$ cat src/rtl/tpu_job_seq.sv
// tpu_job_seq -- job sequencer that acts as the sole MMIO master of the TPU.
// For each accepted descriptor it copies matrices A and B from byte memory
// into the TPU operand buffers, starts the array, polls STATUS until done
// (or until the poll budget runs out), streams the N*N result sums out over
// a valid/ready port and finally clears the TPU done bit.
module tpu_job_seq #(
  parameter int          N          = 4,
  parameter int          DATA_W     = 8,
  parameter int          SUM_W      = 32,
  parameter logic [15:0] TPU_BASE   = 16'h0000,
  parameter int          POLL_LIMIT = 1024
) (
  input  logic                        clk,
  input  logic                        rst,

  input  logic                        job_valid,
  output logic                        job_ready,
  input  logic [15:0]                 job_a_base,
  input  logic [15:0]                 job_b_base,
  input  logic [7:0]                  job_id,

  output logic                        mem_rd_en,
  output logic [15:0]                 mem_rd_addr,
  input  logic [DATA_W-1:0]           mem_rd_data,

  output logic                        mmio_wr,
  output logic                        mmio_rd,
  output logic [15:0]                 mmio_addr,
  output logic [31:0]                 mmio_wdata,
  output logic [3:0]                  mmio_wstrb,
  input  logic [31:0]                 mmio_rdata,
  input  logic                        mmio_ready,

  output logic                        res_valid,
  input  logic                        res_ready,
  output logic [SUM_W-1:0]            res_data,
  output logic [$clog2(N*N)-1:0]      res_idx,
  output logic                        res_last,

  output logic                        job_done,
  output logic                        job_err,
  output logic [7:0]                  done_id,
  output logic                        ctrl_busy
);

  localparam int NUM_EL = N * N;
  localparam int IDX_W  = $clog2(NUM_EL);
  localparam int PCNT_W = $clog2(POLL_LIMIT + 1);

  localparam logic [IDX_W-1:0]  LAST_IDX  = IDX_W'(NUM_EL - 1);
  localparam logic [PCNT_W-1:0] POLL_LAST = PCNT_W'(POLL_LIMIT - 1);

  localparam logic [15:0] CTRL_ADDR   = TPU_BASE + 16'h0008;
  localparam logic [15:0] STATUS_ADDR = TPU_BASE + 16'h000C;
  localparam logic [15:0] A_ADDR      = TPU_BASE + 16'h0100;
  localparam logic [15:0] B_ADDR      = TPU_BASE + 16'h0200;
  localparam logic [15:0] C_ADDR      = TPU_BASE + 16'h0300;

  localparam logic [31:0] CTRL_START = 32'h0000_0001;
  localparam logic [31:0] CTRL_CLEAR = 32'h0000_0002;

  typedef enum logic [2:0] {
    IDLE,
    LD_A,
    LD_B,
    START,
    POLL,
    RD_C,
    CLEAR
  } state_t;

  // phase_q selects the half of a two-phase element transfer:
  //   LD_A/LD_B: 0 = memory read, 1 = MMIO write of the fetched byte
  //   RD_C:      0 = MMIO read of C[idx], 1 = result presented on res_*
  state_t              state_q, state_d;
  logic                phase_q, phase_d;
  logic [IDX_W-1:0]    idx_q, idx_d;
  logic [15:0]         a_base_q, a_base_d;
  logic [15:0]         b_base_q, b_base_d;
  logic [7:0]          id_q, id_d;
  logic [DATA_W-1:0]   data_q, data_d;
  logic                rd_pend_q, rd_pend_d;
  logic [SUM_W-1:0]    sum_q, sum_d;
  logic [PCNT_W-1:0]   poll_cnt_q, poll_cnt_d;
  logic                err_q, err_d;
  logic                job_done_q, job_done_d;
  logic                job_err_q, job_err_d;
  logic [7:0]          done_id_q, done_id_d;

  logic [15:0]         idx_ext;
  logic [DATA_W-1:0]   ld_elem;
  logic                unused_rdata;

  assign idx_ext = 16'(idx_q);

  // Memory data is only valid the cycle after the read strobe, so that cycle
  // uses it directly and later (stalled) cycles use the captured copy.
  assign ld_elem = rd_pend_q ? mem_rd_data : data_q;

  // Upper read-data bits are not needed when SUM_W < 32.
  assign unused_rdata = ^mmio_rdata;

  // State and datapath registers with synchronous reset; reset mid-job simply drops the job.
  always_ff @(posedge clk) begin
    if (rst) begin
      state_q    <= IDLE;
      phase_q    <= 1'b0;
      idx_q      <= '0;
      a_base_q   <= '0;
      b_base_q   <= '0;
      id_q       <= '0;
      data_q     <= '0;
      rd_pend_q  <= 1'b0;
      sum_q      <= '0;
      poll_cnt_q <= '0;
      err_q      <= 1'b0;
      job_done_q <= 1'b0;
      job_err_q  <= 1'b0;
      done_id_q  <= '0;
    end else begin
      state_q    <= state_d;
      phase_q    <= phase_d;
      idx_q      <= idx_d;
      a_base_q   <= a_base_d;
      b_base_q   <= b_base_d;
      id_q       <= id_d;
      data_q     <= data_d;
      rd_pend_q  <= rd_pend_d;
      sum_q      <= sum_d;
      poll_cnt_q <= poll_cnt_d;
      err_q      <= err_d;
      job_done_q <= job_done_d;
      job_err_q  <= job_err_d;
      done_id_q  <= done_id_d;
    end
  end

  // Next-state logic: every step waits on its handshake, so a stall leaves state and index untouched.
  always_comb begin
    state_d    = state_q;
    phase_d    = phase_q;
    idx_d      = idx_q;
    a_base_d   = a_base_q;
    b_base_d   = b_base_q;
    id_d       = id_q;
    data_d     = data_q;
    rd_pend_d  = 1'b0;
    sum_d      = sum_q;
    poll_cnt_d = poll_cnt_q;
    err_d      = err_q;
    job_done_d = 1'b0;
    job_err_d  = 1'b0;
    done_id_d  = '0;

    case (state_q)
      IDLE: begin
        if (job_valid) begin
          a_base_d = job_a_base;
          b_base_d = job_b_base;
          id_d     = job_id;
          idx_d    = '0;
          phase_d  = 1'b0;
          err_d    = 1'b0;
          state_d  = LD_A;
        end
      end

      LD_A, LD_B: begin
        if (!phase_q) begin
          rd_pend_d = 1'b1;
          phase_d   = 1'b1;
        end else begin
          data_d = ld_elem;
          if (mmio_ready) begin
            phase_d = 1'b0;
            if (idx_q == LAST_IDX) begin
              idx_d   = '0;
              state_d = (state_q == LD_A) ? LD_B : START;
            end else begin
              idx_d = idx_q + 1'b1;
            end
          end
        end
      end

      START: begin
        if (mmio_ready) begin
          poll_cnt_d = '0;
          state_d    = POLL;
        end
      end

      POLL: begin
        if (mmio_ready) begin
          poll_cnt_d = poll_cnt_q + 1'b1;
          if (mmio_rdata[1]) begin
            idx_d   = '0;
            phase_d = 1'b0;
            state_d = RD_C;
          end else if (poll_cnt_q == POLL_LAST) begin
            err_d   = 1'b1;
            state_d = CLEAR;
          end
        end
      end

      RD_C: begin
        if (!phase_q) begin
          if (mmio_ready) begin
            sum_d   = mmio_rdata[SUM_W-1:0];
            phase_d = 1'b1;
          end
        end else if (res_ready) begin
          phase_d = 1'b0;
          if (idx_q == LAST_IDX) begin
            idx_d   = '0;
            state_d = CLEAR;
          end else begin
            idx_d = idx_q + 1'b1;
          end
        end
      end

      CLEAR: begin
        if (mmio_ready) begin
          job_done_d = 1'b1;
          job_err_d  = err_q;
          done_id_d  = id_q;
          err_d      = 1'b0;
          state_d    = IDLE;
        end
      end

      default: begin
        state_d = IDLE;
      end
    endcase
  end

  // Output decode: strobes, address and data are driven only in the phase that owns the bus.
  always_comb begin
    job_ready   = (state_q == IDLE);
    ctrl_busy   = (state_q != IDLE);
    mem_rd_en   = 1'b0;
    mem_rd_addr = '0;
    mmio_wr     = 1'b0;
    mmio_rd     = 1'b0;
    mmio_addr   = '0;
    mmio_wdata  = '0;
    mmio_wstrb  = '0;
    res_valid   = 1'b0;
    res_data    = '0;
    res_idx     = '0;
    res_last    = 1'b0;

    case (state_q)
      LD_A, LD_B: begin
        if (!phase_q) begin
          mem_rd_en   = 1'b1;
          mem_rd_addr = ((state_q == LD_A) ? a_base_q : b_base_q) + idx_ext;
        end else begin
          mmio_wr                = 1'b1;
          mmio_addr              = ((state_q == LD_A) ? A_ADDR : B_ADDR) + idx_ext;
          mmio_wdata[DATA_W-1:0] = ld_elem;
          mmio_wstrb             = 4'hF;
        end
      end

      START: begin
        mmio_wr    = 1'b1;
        mmio_addr  = CTRL_ADDR;
        mmio_wdata = CTRL_START;
        mmio_wstrb = 4'hF;
      end

      POLL: begin
        mmio_rd   = 1'b1;
        mmio_addr = STATUS_ADDR;
      end

      RD_C: begin
        if (!phase_q) begin
          mmio_rd   = 1'b1;
          mmio_addr = C_ADDR + 16'({idx_q, 2'b00});
        end else begin
          res_valid = 1'b1;
          res_data  = sum_q;
          res_idx   = idx_q;
          res_last  = (idx_q == LAST_IDX);
        end
      end

      CLEAR: begin
        mmio_wr    = 1'b1;
        mmio_addr  = CTRL_ADDR;
        mmio_wdata = CTRL_CLEAR;
        mmio_wstrb = 4'hF;
      end

      default: begin
      end
    endcase
  end

  assign job_done = job_done_q;
  assign job_err  = job_err_q;
  assign done_id  = done_id_q;

endmodule

$ cat config.mk
export PLATFORM = sky130hd
export DESIGN_NAME = tpu_job_seq
export DESIGN_NICKNAME = d
export VERILOG_FILES = /design/src/rtl/tpu_job_seq.sv
export SDC_FILE = /design/constraint.sdc
export NUM_CORES = 1
export LEC_CHECK = 0
export CAP_MARGIN = 0
export CORE_UTILIZATION = 47
export CTS_BUF_LIST = sky130_fd_sc_hd__clkbuf_2
export DETAILED_ROUTE_END_ITERATION = 6
export PLACE_DENSITY = 0.82
export RECOVER_POWER = 25
export SYNTH_ARGS = -nofsm -noshare
export SYNTH_HDL_FRONTEND = slang
export SYNTH_SLANG_ARGS = --single-unit
$ cat constraint.sdc
create_clock -name clk -period 6.2 [get_ports clk]
set_clock_uncertainty 0.05 [all_clocks]
set_input_delay 1.55 -clock clk [delete_from_list [all_inputs] [get_ports clk]]
set_output_delay 1.55 -clock clk [all_outputs]
set_load 0.1 [all_outputs]
# Word level (Yosys, flattened, before mapping)
# Index checks and enable logic that the tools add are counted.
# totals
reg_bits	111
inputBits	85
out_inout_bits	121
word_cells	125
# op_classes
n_addsub	5
n_eq_ne	22
muxes	64
bitwise_logic	3
n_reduce_logical	17
# ops
op	count
$mux 32	2
$mux 16	3
$mux 11	4
$mux 4	11
$pmux 11 s4	1
$mux 3	12
$ne 2x2->1 const B	13
$pmux 8 s3	1
$pmux 11 s2	1
$mux 1	19
$pmux 3 s6	1
$add 16x4->16	1
$mux 8	2
$pmux 4 s4	1
$add 10x4->11	1
$add 10x6->11 const A	1
$add 11x1->11 const B	1
$eq 11x10->1 const B	1
$reduce_and 11->1	1
$mux 10	1
$eq 3x3->1 const B	3
$pmux 4 s2	1
$reduce_and 8->1	1
$eq 3x2->1 const B	2
18 further kinds	26

# Longest topological paths before layout
# Gate-level depths: netlist of the first run.
# depth
ltp_word	6
ltp_mapped	12
mapped_depth_nobuf	9

# Least setup slack after synthesis of the first run
# Ideal clock, no wire load.
# synth_path
kind	register to output
startpoint	register state_q[0]
endpoint	output mem_rd_addr[12]
arrival_ns	4.867
t_required_ns	4.600
setup_slack_ns	-0.267
path_stages_with_launch	13
path_buffers	3
cell_sequence	dfxtp_1 -> buf_6 -> nor3b_4 -> buf_2 -> buf_2 -> mux2_2 -> ha_1 -> inv_1 -> fa_1 -> o21ai_0 -> o211ai_1 -> o21a_1 -> nor3_1
# synth_via
elab_chain_len	5
elab_cells_between_ends	7
classes_between	1 x add/sub; 2 x eq/ne; 3 x mux; 1 x reduce/logical
# synth_rtl
item	line	text
start: declaration	75	state_t state_q, state_d;
start signal: assignment	121	state_q <= state_d;
$eq 3x1->1	256, 260	
$mux 16	260	mem_rd_addr = ((state_q == LD_A) ? a_base_q : b_base_q) + idx_ext;
$add 16x4->16	260	
$mux 16	258	if (!phase_q) begin
$mux 16 (*)	256	case (state_q)
end: declaration	23	output logic [15:0] mem_rd_addr,
# Every way passes the cells marked *; elsewhere a longest branch is shown, timed or not.

# Worst setup path after layout of the first run
# layout_path
startpoint	register state_q[1]
endpoint	output mem_rd_en
# layout_via
elab_chain_len	3
elab_cells_between_ends	4
classes_between	2 x eq/ne; 1 x mux; 1 x reduce/logical
# layout_rtl
item	line	text
$eq 3x1->1 or $eq 3x2->1 (tied branches)	256	
$reduce_or 2->1 (*)	256	
$mux 1 (*)	--	
end: declaration	22	output logic mem_rd_en,
# Marked as above.

==> metrics.csv, run 1 <==
metric;value;unit
worstPathArrival;4.08;ns
postCtsResizedCells;0;
overflow;0;
drive_gt1_frac;0.0733;
avgSynthCellArea;7.62;sq um
min_from;sum_q[14]$_SDFFE_PP0P_;
num_vias;5378;
fin_cells;1044;
wirelength;14700;microns
clk_latency;0.60;ns
avgRoutedWirePerCell;14.1;microns
drtIter0Drc;287;
cts_setup_buffers;0;
cts_buffers;9;
fp-row-count;39;
finalMaxSlewViolations;41;
required;4.60;ns
tightest_slew;1.65;ns
grt_pass1_vias;5014;
crit_type;reg2out;
nets;988;
peakVddDrop;280;uV
met2_usage;0.400;
start_kind;flop;
synthCells;753;
setup_ws;0.516;ns
ant_nets;0;
drc_errors;0;
clkTransAtPathRegs;0.31;ns
dieArea;12700;sq um
hpwlAfterDp;10700;microns
relSlewSlack;-0.102;
io_buffers;173;
gr-usage-met1;0.290;
hold_viol;0;
synth_enable_flop_cells;0;
cp-end-kind;output pin;
grt-busiest-layer;met2;
dpl.cell_count;1027;
place_congestion;0.893;
core_area;11700;sq um
path_max_fanout;21;
timing.final.crit_share;0.917;
cts.path.max_buffers;2;
reg2reg_from;state_q[1]$_SDFFE_PP0P_;
fin_crit;5.68;ns
synth_ff_type;dfxtp_1;
violations;max-capacitance violations, max-slew violations;
finalSetupViolCount;0;
seqCellArea;2220;sq um
antenna_found_initial;1;
syn2layout_area_growth;32.7;%
grt_util_met3;0.0443;
startpoint;state_q[1]$_SDFFE_PP0P_;
syn_area;5740;sq um
ys_seq_area_frac;0.387;
grt_first_pass_wirelength;24000;microns
ys_seq_elements;111;
ioPinCount;206;
start_util;0.492;
vias_per_cell;5.15;
multi_input_area;3150;sq um
die_h;112;microns
dr.pass1.iters;4;
p_per_area;319;nW/um^2
fill_cells;1046;
cellLeakagePower;2.74;nW
max_freq;0.176;GHz
htreeDepth;3;
yosysWarnings;0;
clock_tree.root_cell;clkbuf_2;
grt_max_degree;63;
cts_tree;yes;
clkSinkCount;111;
ctsHoldBuffers;0;
rsz0062_at_grt;no;
dp_slack;1.19;ns
hold_path.class;reg2reg;
synth_cell_types;58;
grt_use_total;0.236;
async_flop_share;0;
outcome;finished with violations;
max-cap-violations;1;
die_x;112;microns
==> area by class of cell <==
| class | count | share of cell area |
|---|---|---|
| multi-input combinational | 578 | 0.413 |
| inverter | 11 | 0.00542 |
| antenna | 1 | 0.000329 |
| sequential | 111 | 0.292 |
| clock buffer | 9 | 0.00592 |
| clock inverter | 7 | 0.0105 |
| tap | 143 | 0.0235 |
| timing repair buffer | 184 | 0.249 |
==> registers in the layout, summed over array words and instances (netlist names) <==
name	flops
state_q	3
data_q	8
phase_q	1
job_done	1
a_base_q	16
idx_q	4
id_q	8
rd_pend_q	1
job_err	1
done_id	8
err_q	1
b_base_q	16
sum_q	32
poll_cnt_q	11
==> Yosys cell counts (3+ instances only) <==
| master | instances | area share |
|---|---|---|
| nand4_1 | 7 | 0.0076 |
| xor2_1 | 10 | 0.015 |
| a211oi_1 | 3 | 0.0039 |
| mux2_2 | 9 | 0.018 |
| mux2i_1 | 16 | 0.028 |
| nand2b_1 | 9 | 0.0098 |
| a21oi_1 | 98 | 0.085 |
| nor2_1 | 43 | 0.028 |
| buf_4 | 36 | 0.047 |
| xnor2_1 | 7 | 0.011 |
| o21ai_0 | 15 | 0.013 |
| clkbuf_1 | 39 | 0.026 |
| inv_1 | 11 | 0.0072 |
| nand3_1 | 16 | 0.014 |
| nor2b_1 | 4 | 0.0044 |
| o31ai_1 | 3 | 0.0039 |
| buf_2 | 6 | 0.0052 |
| or4_1 | 3 | 0.0039 |
| and2_1 | 48 | 0.052 |
| or3_1 | 3 | 0.0033 |
| nor3_1 | 18 | 0.016 |
| and3_1 | 5 | 0.0055 |
| o211ai_1 | 4 | 0.0052 |
| dfxtp_1 | 111 | 0.39 |
| ha_1 | 7 | 0.015 |
| nor3_2 | 3 | 0.0052 |
| nand2_1 | 178 | 0.12 |
| o21a_1 | 4 | 0.0052 |
==> layer usage <==
layer  share of wire  up-vias
met5               0        -
met4           0.035        0
met3           0.040       42
met2            0.48      149
met1            0.44     2451
li1                -     2736
==> power breakdown <==
part	switching, W	leakage, nW	internal, W
registers	0.0000633	0.901	0.000781
clock network	0.000248	0.0744	0.0000987
logic	0.000873	1.76	0.000367
total	0.00118	2.74	0.00125
==> metrics by stage <==
stage                      util  cell area, sq um  total power [W]  hold slack, ns  TNS [ns]
after floorplan               -              5870          0.00182           0.380   -0.0337
after global placement    0.643              7500          0.00209           0.383         0
after detailed placement  0.643              7500          0.00210           0.389         0
after CTS                 0.654              7620          0.00245           0.419         0
after global routing      0.653              7610          0.00256           0.433         0
final                     0.653              7610          0.00243           0.417         0
==> kinds of logic after synthesis <==
logic type / share of synthesized area
and+or+nand+nor: 0.287
AOI/OAI and AO/OA: 0.144
other: 0.000654
buffers and inverters: 0.0883
DFF: 0.387
xor gates and xnor gates: 0.0260
adders and majority gates: 0.0188
muxes: 0.0480
==> worst paths after layout <==
path | end | slack [ns] | depth (start not counted)
setup reg to reg | sum_q[0]$_SDFFE_PP0P_ | 3.19 | 6
hold reg to reg | sum_q[14]$_SDFFE_PP0P_ | 0.42 | 2
hold / removal | sum_q[14]$_SDFFE_PP0P_ | 0.42 | 2
setup / recovery | mem_rd_en | 0.52 | 5
==> cell usage in the layout (no fill, tap or decap), types with 5 or more instances in the layout <==
cell type	Yosys	layout
clkbuf_2	0	9
inv_1	11	11
nand3_1	16	16
xnor2_1	7	7
xor2_1	10	10
nand2b_1	9	9
and3_1	5	5
nand2_1	178	178
ha_1	7	7
dfxtp_1	111	111
o21ai_0	15	15
buf_12	0	12
and2_1	48	46
clkdlybuf4s50_1	0	149
nand4_1	7	7
conb_1	1	32
nor2_1	43	43
nor3_1	18	16
a21oi_1	98	98
mux2i_1	16	16
mux2_2	9	9
buf_4	36	17
==> worst max-delay path, stage by stage, from the launching register on <==
cell             delay, ns
dfxtp_1               0.45
clkbuf_1              0.66
xnor2_1               0.24
or3_1                 0.64
inv_1                 0.30
clkdlybuf4s50_1       1.18
Note: power is estimated with default switching activity, not from simulation.
==> run 2: changes to the inputs <==
Settings changed: CORE_MARGIN set to 1.
==> results of run 2 <==
No change in the layout: final DEF, timing and power equal those of run 1.
